===== src/rtl/jtoutrun_ram_arb.sv =====
// rtl/jtoutrun_ram_arb.sv - SDRAM bank-0 arbiter for the OutRun main and sub 68000 work RAMs
//
// Purpose: two CPU work-RAM requesters (main, sub) share one bank-0 read/write port.
// Accesses are serialised, round-robin when both are pending, and each requester gets its
// own read data and ok flag back.
//
// Ports:
//   clk_i, rst_i                 clock, synchronous active-high reset
//   m_cs_i .. m_din_i            main request: chip select, word address, rnw, byte strobes (active low), write data
//   m_dout_o, m_ok_o             main read data, access complete
//   s_*                          sub-CPU equivalents
//   ba_addr_o, ba_rd_o, ba_wr_o  bank-0 word address, read / write request
//   ba_din_o, ba_din_m_o         bank-0 write data and write mask
//   ba_ack_i, ba_rdy_i           controller accepted request / transfer finished (1-cycle pulses)
//   data_read_i                  SDRAM read data, valid with ba_rdy_i on reads
module jtoutrun_ram_arb #(
  parameter int          AW       = 18,
  parameter logic [21:0] M_OFFSET = 22'h00000,
  parameter logic [21:0] S_OFFSET = 22'h10000
) (
  input  logic          clk_i,
  input  logic          rst_i,
  input  logic          m_cs_i,
  input  logic [AW-1:0] m_addr_i,
  input  logic          m_rnw_i,
  input  logic [1:0]    m_dsn_i,
  input  logic [15:0]   m_din_i,
  output logic [15:0]   m_dout_o,
  output logic          m_ok_o,
  input  logic          s_cs_i,
  input  logic [AW-1:0] s_addr_i,
  input  logic          s_rnw_i,
  input  logic [1:0]    s_dsn_i,
  input  logic [15:0]   s_din_i,
  output logic [15:0]   s_dout_o,
  output logic          s_ok_o,
  output logic [21:0]   ba_addr_o,
  output logic          ba_rd_o,
  output logic          ba_wr_o,
  output logic [15:0]   ba_din_o,
  output logic [1:0]    ba_din_m_o,
  input  logic          ba_ack_i,
  input  logic          ba_rdy_i,
  input  logic [15:0]   data_read_i
);

  localparam logic [1:0] ST_IDLE = 2'd0;
  localparam logic [1:0] ST_REQ  = 2'd1;
  localparam logic [1:0] ST_WAIT = 2'd2;
  localparam logic       SEL_M   = 1'b0;
  localparam logic       SEL_S   = 1'b1;

  logic [1:0]    st_q, st_d;
  logic          g_q, g_d;
  logic          last_q, last_d;
  logic          rnw_q, rnw_d;
  logic [AW-1:0] addr_q, addr_d;
  logic [21:0]   ba_addr_q, ba_addr_d;
  logic          ba_rd_q, ba_rd_d;
  logic          ba_wr_q, ba_wr_d;
  logic [15:0]   ba_din_q, ba_din_d;
  logic [1:0]    ba_din_m_q, ba_din_m_d;
  logic [15:0]   m_dout_q, m_dout_d;
  logic [15:0]   s_dout_q, s_dout_d;
  logic          m_rec_v_q, m_rec_v_d;
  logic          s_rec_v_q, s_rec_v_d;
  logic [AW-1:0] m_rec_a_q, m_rec_a_d;
  logic [AW-1:0] s_rec_a_q, s_rec_a_d;

  logic m_pend, s_pend, grant_s, finish, g_keep;

  // A requester is pending while it holds cs and its current address has no completion record.
  assign m_pend  = m_cs_i && !(m_rec_v_q && (m_addr_i == m_rec_a_q));
  assign s_pend  = s_cs_i && !(s_rec_v_q && (s_addr_i == s_rec_a_q));
  assign grant_s = s_pend && (!m_pend || (last_q == SEL_M));

  // ack and rdy in the same REQ cycle complete the access directly.
  assign finish  = ba_rdy_i && ((st_q == ST_WAIT) || ((st_q == ST_REQ) && ba_ack_i));

  // Only record completion if the granted CPU still wants the same word.
  assign g_keep  = (g_q == SEL_S) ? (s_cs_i && (s_addr_i == addr_q))
                                  : (m_cs_i && (m_addr_i == addr_q));

  always_comb begin
    st_d       = st_q;
    g_d        = g_q;
    last_d     = last_q;
    rnw_d      = rnw_q;
    addr_d     = addr_q;
    ba_addr_d  = ba_addr_q;
    ba_rd_d    = ba_rd_q;
    ba_wr_d    = ba_wr_q;
    ba_din_d   = ba_din_q;
    ba_din_m_d = ba_din_m_q;
    m_dout_d   = m_dout_q;
    s_dout_d   = s_dout_q;
    m_rec_v_d  = m_rec_v_q;
    s_rec_v_d  = s_rec_v_q;
    m_rec_a_d  = m_rec_a_q;
    s_rec_a_d  = s_rec_a_q;

    // Drop a record as soon as its owner releases cs or moves to another address.
    if (m_rec_v_q && !(m_cs_i && (m_addr_i == m_rec_a_q))) m_rec_v_d = 1'b0;
    if (s_rec_v_q && !(s_cs_i && (s_addr_i == s_rec_a_q))) s_rec_v_d = 1'b0;

    case (st_q)
      ST_IDLE: begin
        if (m_pend || s_pend) begin
          st_d = ST_REQ;
          g_d  = grant_s;
          if (grant_s) begin
            addr_d     = s_addr_i;
            rnw_d      = s_rnw_i;
            ba_addr_d  = S_OFFSET + 22'(s_addr_i);
            ba_din_d   = s_din_i;
            ba_din_m_d = s_dsn_i;
            ba_rd_d    = s_rnw_i;
            ba_wr_d    = ~s_rnw_i;
          end else begin
            addr_d     = m_addr_i;
            rnw_d      = m_rnw_i;
            ba_addr_d  = M_OFFSET + 22'(m_addr_i);
            ba_din_d   = m_din_i;
            ba_din_m_d = m_dsn_i;
            ba_rd_d    = m_rnw_i;
            ba_wr_d    = ~m_rnw_i;
          end
        end
      end
      ST_REQ: begin
        if (ba_ack_i) begin
          ba_rd_d = 1'b0;
          ba_wr_d = 1'b0;
          st_d    = ba_rdy_i ? ST_IDLE : ST_WAIT;
        end
      end
      ST_WAIT: begin
        if (ba_rdy_i) st_d = ST_IDLE;
      end
      default: st_d = ST_IDLE;
    endcase

    if (finish) begin
      last_d = g_q;
      if (g_q == SEL_S) begin
        if (rnw_q) s_dout_d = data_read_i;
        if (g_keep) begin
          s_rec_v_d = 1'b1;
          s_rec_a_d = addr_q;
        end
      end else begin
        if (rnw_q) m_dout_d = data_read_i;
        if (g_keep) begin
          m_rec_v_d = 1'b1;
          m_rec_a_d = addr_q;
        end
      end
    end
  end

  always_ff @(posedge clk_i) begin
    if (rst_i) begin
      st_q       <= ST_IDLE;
      g_q        <= SEL_M;
      last_q     <= SEL_S;
      rnw_q      <= 1'b0;
      addr_q     <= '0;
      ba_addr_q  <= '0;
      ba_rd_q    <= 1'b0;
      ba_wr_q    <= 1'b0;
      ba_din_q   <= '0;
      ba_din_m_q <= '0;
      m_dout_q   <= '0;
      s_dout_q   <= '0;
      m_rec_v_q  <= 1'b0;
      s_rec_v_q  <= 1'b0;
      m_rec_a_q  <= '0;
      s_rec_a_q  <= '0;
    end else begin
      st_q       <= st_d;
      g_q        <= g_d;
      last_q     <= last_d;
      rnw_q      <= rnw_d;
      addr_q     <= addr_d;
      ba_addr_q  <= ba_addr_d;
      ba_rd_q    <= ba_rd_d;
      ba_wr_q    <= ba_wr_d;
      ba_din_q   <= ba_din_d;
      ba_din_m_q <= ba_din_m_d;
      m_dout_q   <= m_dout_d;
      s_dout_q   <= s_dout_d;
      m_rec_v_q  <= m_rec_v_d;
      s_rec_v_q  <= s_rec_v_d;
      m_rec_a_q  <= m_rec_a_d;
      s_rec_a_q  <= s_rec_a_d;
    end
  end

  assign m_dout_o   = m_dout_q;
  assign s_dout_o   = s_dout_q;
  assign m_ok_o     = m_rec_v_q;
  assign s_ok_o     = s_rec_v_q;
  assign ba_addr_o  = ba_addr_q;
  assign ba_rd_o    = ba_rd_q;
  assign ba_wr_o    = ba_wr_q;
  assign ba_din_o   = ba_din_q;
  assign ba_din_m_o = ba_din_m_q;

endmodule

===== config.mk =====
export PLATFORM = sky130hd
export DESIGN_NAME = jtoutrun_ram_arb
export DESIGN_NICKNAME = d
export VERILOG_FILES = /design/src/rtl/jtoutrun_ram_arb.sv
export SDC_FILE = /design/constraint.sdc
export NUM_CORES = 1
export LEC_CHECK = 0
export ABC_CLOCK_PERIOD_IN_PS = 4200
export CORE_MARGIN = 3
export CORE_UTILIZATION = 40
export CTS_CLUSTER_SIZE = 28
export DETAILED_ROUTE_END_ITERATION = 10
export PLACE_DENSITY = 0.76
export SYNTH_ARGS = -nofsm -noshare
export SYNTH_HDL_FRONTEND = slang
export SYNTH_SLANG_ARGS = --single-unit

===== constraint.sdc =====
create_clock -name clk_i -period 4.2 [get_ports clk_i]
set_clock_uncertainty 0.05 [all_clocks]
set_input_delay 0.42 -clock clk_i [delete_from_list [all_inputs] [get_ports clk_i]]
set_output_delay 0.42 -clock clk_i [all_outputs]
set_load 0.005 [all_outputs]

==> results by group, run 1 <==
Finish
  – Fillers: 1178
  – Finished Cell Area: 7737 um^2
  – ANT cells: 0
  – Share of layout cells above drive strength 1: 5.284%
  – Flip-flop and latch area: 2322 um^2
  – Finished Core Util: 57.97%
  – Area grow syn2layout: 41.09%
  – Nets: 860
  – Multi-input gate area: 2836 um^2

Place
  – DP Worst Slack: 0.7732 ns
  – Final HPWL DP: 11.43 mm
  – DP Area: 7142 um^2
  – I/O Buffers: 168
  – Placer congestion estimate: 0.9665

Clock network
  – CTS tree: built
  – Clock latency on the worst-skew pair: 0.41 ns
  – Max H-tree Level: 4
  – Sink Count: 116
  – Hold_buf cts: 0
  – Post-CTS setup buffers: 0
  – Cts repair resizes: 0
  – CTS clk-pin slew, worst paths: 0.05 ns
  – CTS Buffer Depth: 2
  – Clk root buf: clkbuf_16
  – CTS buffer count: 17

Setup path
  – CP Max Fanout: 24
  – R2R cell count: 9
  – Crit Reg-Reg Endpoint: ba_din_o[4]
  – Data required time of the worst path: 4.38 ns
  – CP endpoint kind: flop
  – Worst EP arrival: 3.23 ns
  – R2R setup slack: 1.34 ns
  – CP max stage cell: a31oi_4
  – Cells along the critical path: clkdlybuf4s50_1, xnor2_1, nand4_1, nor4_2, nand2_1, a31oi_4, buf_12, buf_4, mux2i_1, a211oi_1
  – R2r startpoint: m_rec_a_q[1]
  – Critical path class: in -> reg
  – Slowest Stage Delay on Critical Path: 0.51 ns
  – Worst setup SP type: primary input

Global routing
  – M2 GR Usage: 35.33%
  – Vias in the first global route: 4903
  – Overflow after GRT: 0
  – Maximum number of pins on one net before global-route repair: 119
  – Met3 usage: 6.496%
  – Global route hottest layer: met2
  – Met1 Track Usage GR: 25.51%
  – First-pass GRT wire length: 24.79 mm
  – GRT Overall Usage: 21.16%
  – Antenna violations before repair: 0

Route
  – Final wirelength: 16.00 mm
  – DRC viols: 0
  – First DRT Iteration DRCs: 313
  – Via Count: 4851
  – DR WL/cell: 16.81 um
  – Vias per inst: 5.096
  – Drt pass-1 iters: 5
  – ANT nets after route: 0

Logic synthesis
  – Post-Syn Area: 5484 um^2
  – Post-synth top area share: 42.35%
  – Syn. warnings: 0
  – Sequential-to-total area share from yosys stat: 42.35%
  – Synth cell count leaders: 116 x dfxtp_1, 105 x nand2_1, 62 x nor2_1, 58 x mux2i_1, 52 x a21oi_1
  – Asr flop ratio synth: 0%
  – Syn_area_per_cell: 8.803 um^2
  – #FFs+latches synth: 116
  – Netlist cell types: 38
  – Mapped Cells: 623
  – Leading area contributor after synthesis: dfxtp_1
  – Most common cell in the netlist: dfxtp_1
  – Top cells by area, synth: dfxtp_1 42%, mux2i_1 11%, nand2_1 7.2%, xnor2_1 5.7%, xor2_1 5.7%
  – Number of flops mapped to enable cells by yosys: 0
  – Predominant post-synthesis flop cell: dfxtp_1

Outcome
  – Outcome: completed

STA
  – RSZ-0062 raised after global routing: false
  – TNS Setup: 0 ns
  – WHS: 0.4018 ns
  – Fin crit period: 3.045 ns
  – Rel. slew slack: 19.46%
  – Final WS setup: 1.155 ns
  – Setup violators final: 0
  – Max Fclk: 328.4 MHz
  – Slew Viols, Final: 0
  – Worst-Margin Slew: 1.208 ns
  – Final Hold Viols: 0
  – Period utilisation layout: 72.51%

Floorplan
  – Core footprint: 13350 um^2
  – Die area: 15150 um^2
  – Starting Density: 41.09%
  – Io pins: 172
  – Placement row count: 42
  – Die W: 123.1 um
  – Die Y: 123.1 um

Power
  – P_leak: 2.892 nW
  – Pwr Density: 406.1 nW/um^2
  – Max VDD drop: 0.0002386 V

Worst hold path
  – Hold depth: 2
  – Worst hold start: s_dout_o[1]
  – HP Class: reg -> reg
  – Sink of the worst hold path: s_dout_o[1]

Run
  – Maximum Capacitance Violations: 0
[where the power goes]
part           internal [mW]  switching (mW)
Sequential              1.15          0.0574
Clock                  0.960           0.498
Combinational          0.257           0.218
[flip-flops by register name, indices dropped and copies added (netlist names), 2 cells and up]
register / count
s_dout_o: 16
m_dout_o: 16
ba_din_o: 16
st_q: 2
m_rec_a_q: 18
ba_addr_o: 3
s_rec_a_q: 18
ba_din_m_o: 2
addr_q: 18
[stage by stage]
step	power (mW)	instances
after CTS	3.166	952
after detailed placement	1.702	920
after global routing	3.263	952
after floorplan	1.465	625
after global placement	1.689	920
final	3.142	952
[kinds of logic (layout without fill, tap and decap cells)]
family,Yosys count,after routing,synth area share [%]
flip-flops,116,116,42.35
AO/OA/AOI/OAI,101,101,12.02
other,1,3,0.06838
AND/OR/NAND/NOR,213,213,17.04
XOR/XNOR,72,72,11.50
multiplexers,58,58,10.59
buffers and inverters,61,212,6.206
adder cells (fa/ha/maj),1,1,0.2281
[worst max path at each step]
stage | startpoint | end | cells past startpoint
5_1_grt | m_addr_i[1] | ba_din_o[4] | 10
2_1_floorplan | m_addr_i[9] | m_rec_a_q[10] | 8
3_5_place_dp | m_addr_i[14] | ba_din_o[4] | 10
4_1_cts | m_addr_i[14] | ba_din_o[4] | 10
3_3_place_gp | m_addr_i[1] | ba_din_o[12] | 10
6_report | m_addr_i[1] | ba_din_o[4] | 10
[critical path, delay by kind of cell]
kind / cells / cell delay [ns]
compound gates: 2 / 0.61
mux: 1 / 0.22
buf+inv: 3 / 0.95
simple gates: 3 / 0.72
xor+xnor: 1 / 0.28
[layout by cell type, fill, tap and decap left out, types with 8 or more instances in the layout]
cell             instances
nor4_1                   8
a211oi_1                39
nand2_1                105
clkdlybuf4s50_1        167
xor2_1                  36
xnor2_1                 36
mux2i_1                 58
nor2_1                  62
a21oi_1                 52
clkbuf_16               17
dfxtp_1                116
nand4_1                 12
[per-layer routing]
layer  routed length [um]  part of all wire (%)
met5                    0                     0
met2                 7982                    50
met1                 6484                    41
met3                 1169                   7.3
met4                  367                   2.3
[cell type report]
type                    instances  share of cell area (%)
flip-flops and latches        116                   30.01
multi-input cells             448                   36.66
repair buffers                175                   22.54
well taps                     176                   2.846
clock inverters                 9                   1.649
clock buffers                  23                   6.048
inverters                       5                  0.2426
Power figures use the tool's default switching activity.
==> run 2, diff against run 1 <==
- ABC_CLOCK_PERIOD_IN_PS: 4200 -> 3200
- clock period: 4.2 -> 3.2 ns (I/O delays scaled with it)
==> run 2 against run 1 <==
  * Non-clock buffer count up 9
  * Worst setup slack worse by 0.73 ns
  * Critical path depth down 1
  * Hold slack worse by 0.092 ns
  * Total power up 28%
  * Final cell count up 0.63%
  * Combinational power up 35%
  * Sequential power up 31%
  * Critical path type unchanged
  * Highest routed layer is now met5
==> results by group, run 2 (synthesis gave the netlist of run 1 again) <==
STA
  – RSZ-0062 raised after global routing: false
  – Worst-Margin Slew: 1.002 ns (-0.2063 ns)
  – WHS: 0.3099 ns (-0.09186 ns)
  – Final Hold Viols: 0 (unchanged)
  – Fin crit period: 2.778 ns
  – Max Fclk: 360.0 MHz
  – Setup violators final: 0 (unchanged)
  – Rel. slew slack: 33.00% (+14 points)
  – Slew Viols, Final: 0 (unchanged)
  – Period utilisation layout: 86.82%
  – TNS Setup: 0 ns (unchanged)

Setup path
  – Worst EP arrival: 3.05 ns (-0.18 ns)
  – CP endpoint kind: flop
  – Crit Reg-Reg Endpoint: addr_q[13]
  – CP Max Fanout: 37 (+54%)
  – Crit-path leading delay family: compound AO/OA/AOI/OAI gates
  – CP max stage cell: a211oi_4
  – Critical path class: in -> reg
  – Slowest Stage Delay on Critical Path: 0.86 ns (+0.35 ns)
  – R2R cell count: 8 (-1)
  – R2R setup slack: 0.57 ns (-0.77 ns)
  – R2r startpoint: s_rec_a_q[2]
  – Data required time of the worst path: 3.47 ns (-0.91 ns)
  – Cells along the critical path: clkdlybuf4s50_1, xor2_1, nor4_1, nand3_1, o31ai_4, a211oi_4, buf_12, nor2_1, a211oi_1
  – Worst setup SP type: primary input
  – WP buf/inv: 2 (-1)

Global routing
  – First-pass GRT wire length: 25.16 mm (+1.5%)
  – Antenna violations before repair: 1 (+1)
  – GRT Overall Usage: 21.57% (+0.41 points)
  – Overflow after GRT: 0 (unchanged)
  – Maximum number of pins on one net before global-route repair: 45 (-62%)
  – Vias in the first global route: 5009 (+2.2%)

Floorplan
  – Die area: 15150 um^2 (unchanged)
  – Die W: 123.1 um (unchanged)
  – Core footprint: 13350 um^2 (unchanged)
  – Die Y: 123.1 um (unchanged)
  – Placement row count: 42 (unchanged)
  – Starting Density: 41.09% (unchanged)
  – Io pins: 172 (unchanged)

Worst hold path
  – HP Class: in -> reg
  – Sink of the worst hold path: s_rec_a_q[0]
  – Worst hold start: rst_i
  – Hold depth: 2 (unchanged)

Clock network
  – CTS clk-pin slew, worst paths: 0.05 ns (about the same)
  – Sink Count: 116 (unchanged)
  – Post-CTS setup buffers: 0 (unchanged)
  – Clock latency on the worst-skew pair: 0.41 ns (about the same)
  – CTS tree: built
  – Hold_buf cts: 0 (unchanged)
  – Clk root buf: clkbuf_16
  – Max H-tree Level: 4 (unchanged)
  – CTS buffer count: 17 (unchanged)
  – Cts repair resizes: 0 (unchanged)
  – CTS Buffer Depth: 2 (unchanged)

Run
  – Maximum Capacitance Violations: 0 (unchanged)

Finish
  – ANT cells: 0 (unchanged)
  – Area grow syn2layout: 41.91%
  – Nets: 869 (+1.0%)
  – Regs by FF count: addr_q (18), m_rec_a_q (18), s_rec_a_q (18)
  – Share of layout cells above drive strength 1: 6.010% (+0.73 points)
  – Commonest non-fill, non-tap cells in the layout: 167 x clkdlybuf4s50_1, 116 x dfxtp_1, 105 x nand2_1
  – Commonest non-fill, non-tap cell in the layout: clkdlybuf4s50_1

Power
  – Pwr Density: 516.1 nW/um^2 (+27%)
  – Switching fraction of total power: 24.57% (about the same)
  – Max VDD drop: 0.0003431 V (+44%)
  – Int Pwr: 3.030 mW (+28%)
  – Clock power share: 44.5% (-1.9 points)
  – Sequential share of power: 39.6% (+1.1 points)
  – Psw: 986.9 uW (+28%)
  – P_leak: 2.935 nW (+1.5%)
  – Comb pwr share: 16.0% (+0.9 points)

Route
  – ANT nets after route: 0 (unchanged)
  – DRC viols: 0 (unchanged)
  – Vias per inst: 5.212 (+2.3%)
  – WL met3: 1.305 mm (+12%)
  – Via Count: 4993 (+2.9%)
  – Top sig layer: met5
  – WL met1: 6.596 mm (+1.7%)
  – Met2 WL: 8.069 mm (+1.1%)
  – Final wirelength: 16.35 mm (+2.1%)
  – Drt pass-1 iters: 5 (unchanged)
  – First DRT Iteration DRCs: 321 (+2.6%)
  – DR WL/cell: 17.06 um (+1.5%)

Outcome
  – Outcome: completed

Place
  – Placer congestion estimate: 0.9378 (-3.0%)
  – I/O Buffers: 168 (unchanged)
  – Final HPWL DP: 11.76 mm (+2.8%)
## run 2: final cells by class
| type | count | area [um^2] |
|---|---|---|
| clock inverter | 6 | 80.08 |
| tap | 176 | 220.2 |
| multi-input combinational | 448 | 2836 |
| timing repair buffer | 184 | 1837 |
| fill | 1157 | 5565 |
| sequential | 116 | 2322 |
| inverter | 5 | 18.77 |
| clock buffer | 23 | 467.9 |
## run 2: power groups by stage
stage	Clock, mW	Combinational [mW]	Sequential (mW)
after floorplan	0	0.320	1.60
after global placement	0	0.622	1.61
after detailed placement	0	0.635	1.62
after CTS	1.81	0.642	1.59
after global routing	1.88	0.691	1.60
final	1.79	0.642	1.59
## run 2: worst max path at each step
stage          slack [ns]  depth (start not counted)       endpoint        start
3_5_place_dp         0.07                          9     addr_q[11]  s_addr_i[0]
5_1_grt              0.31                          9     addr_q[11]  s_addr_i[0]
2_1_floorplan        1.13                          8  m_rec_a_q[10]    addr_q[9]
4_1_cts              0.48                          9      addr_q[2]  s_addr_i[2]
3_3_place_gp         0.20                          9    ba_din_o[7]  s_addr_i[0]
6_report             0.42                          9     addr_q[13]  s_addr_i[0]
## run 2: layer usage
metal,global-route usage [%],vias to the layer above
li1,-,2406
met1,25.98,2352
met2,36.04,198
met3,6.450,35
met4,8.789,2
met5,0,-
## run 2: per-stage QoR
| step | total power [mW] | util [%] | cells | area (um^2) | worst slack, ns |
|---|---|---|---|---|---|
| floorplan | 1.922 | - | 625 | 5492 | 1.133 |
| global placement | 2.235 | 54.20 | 929 | 7234 | 0.2020 |
| detailed placement | 2.251 | 54.20 | 929 | 7234 | 0.07296 |
| CTS | 4.044 | 58.31 | 958 | 7782 | 0.4761 |
| global route | 4.172 | 58.31 | 958 | 7782 | 0.3076 |
| finish | 4.017 | 58.31 | 958 | 7782 | 0.4219 |
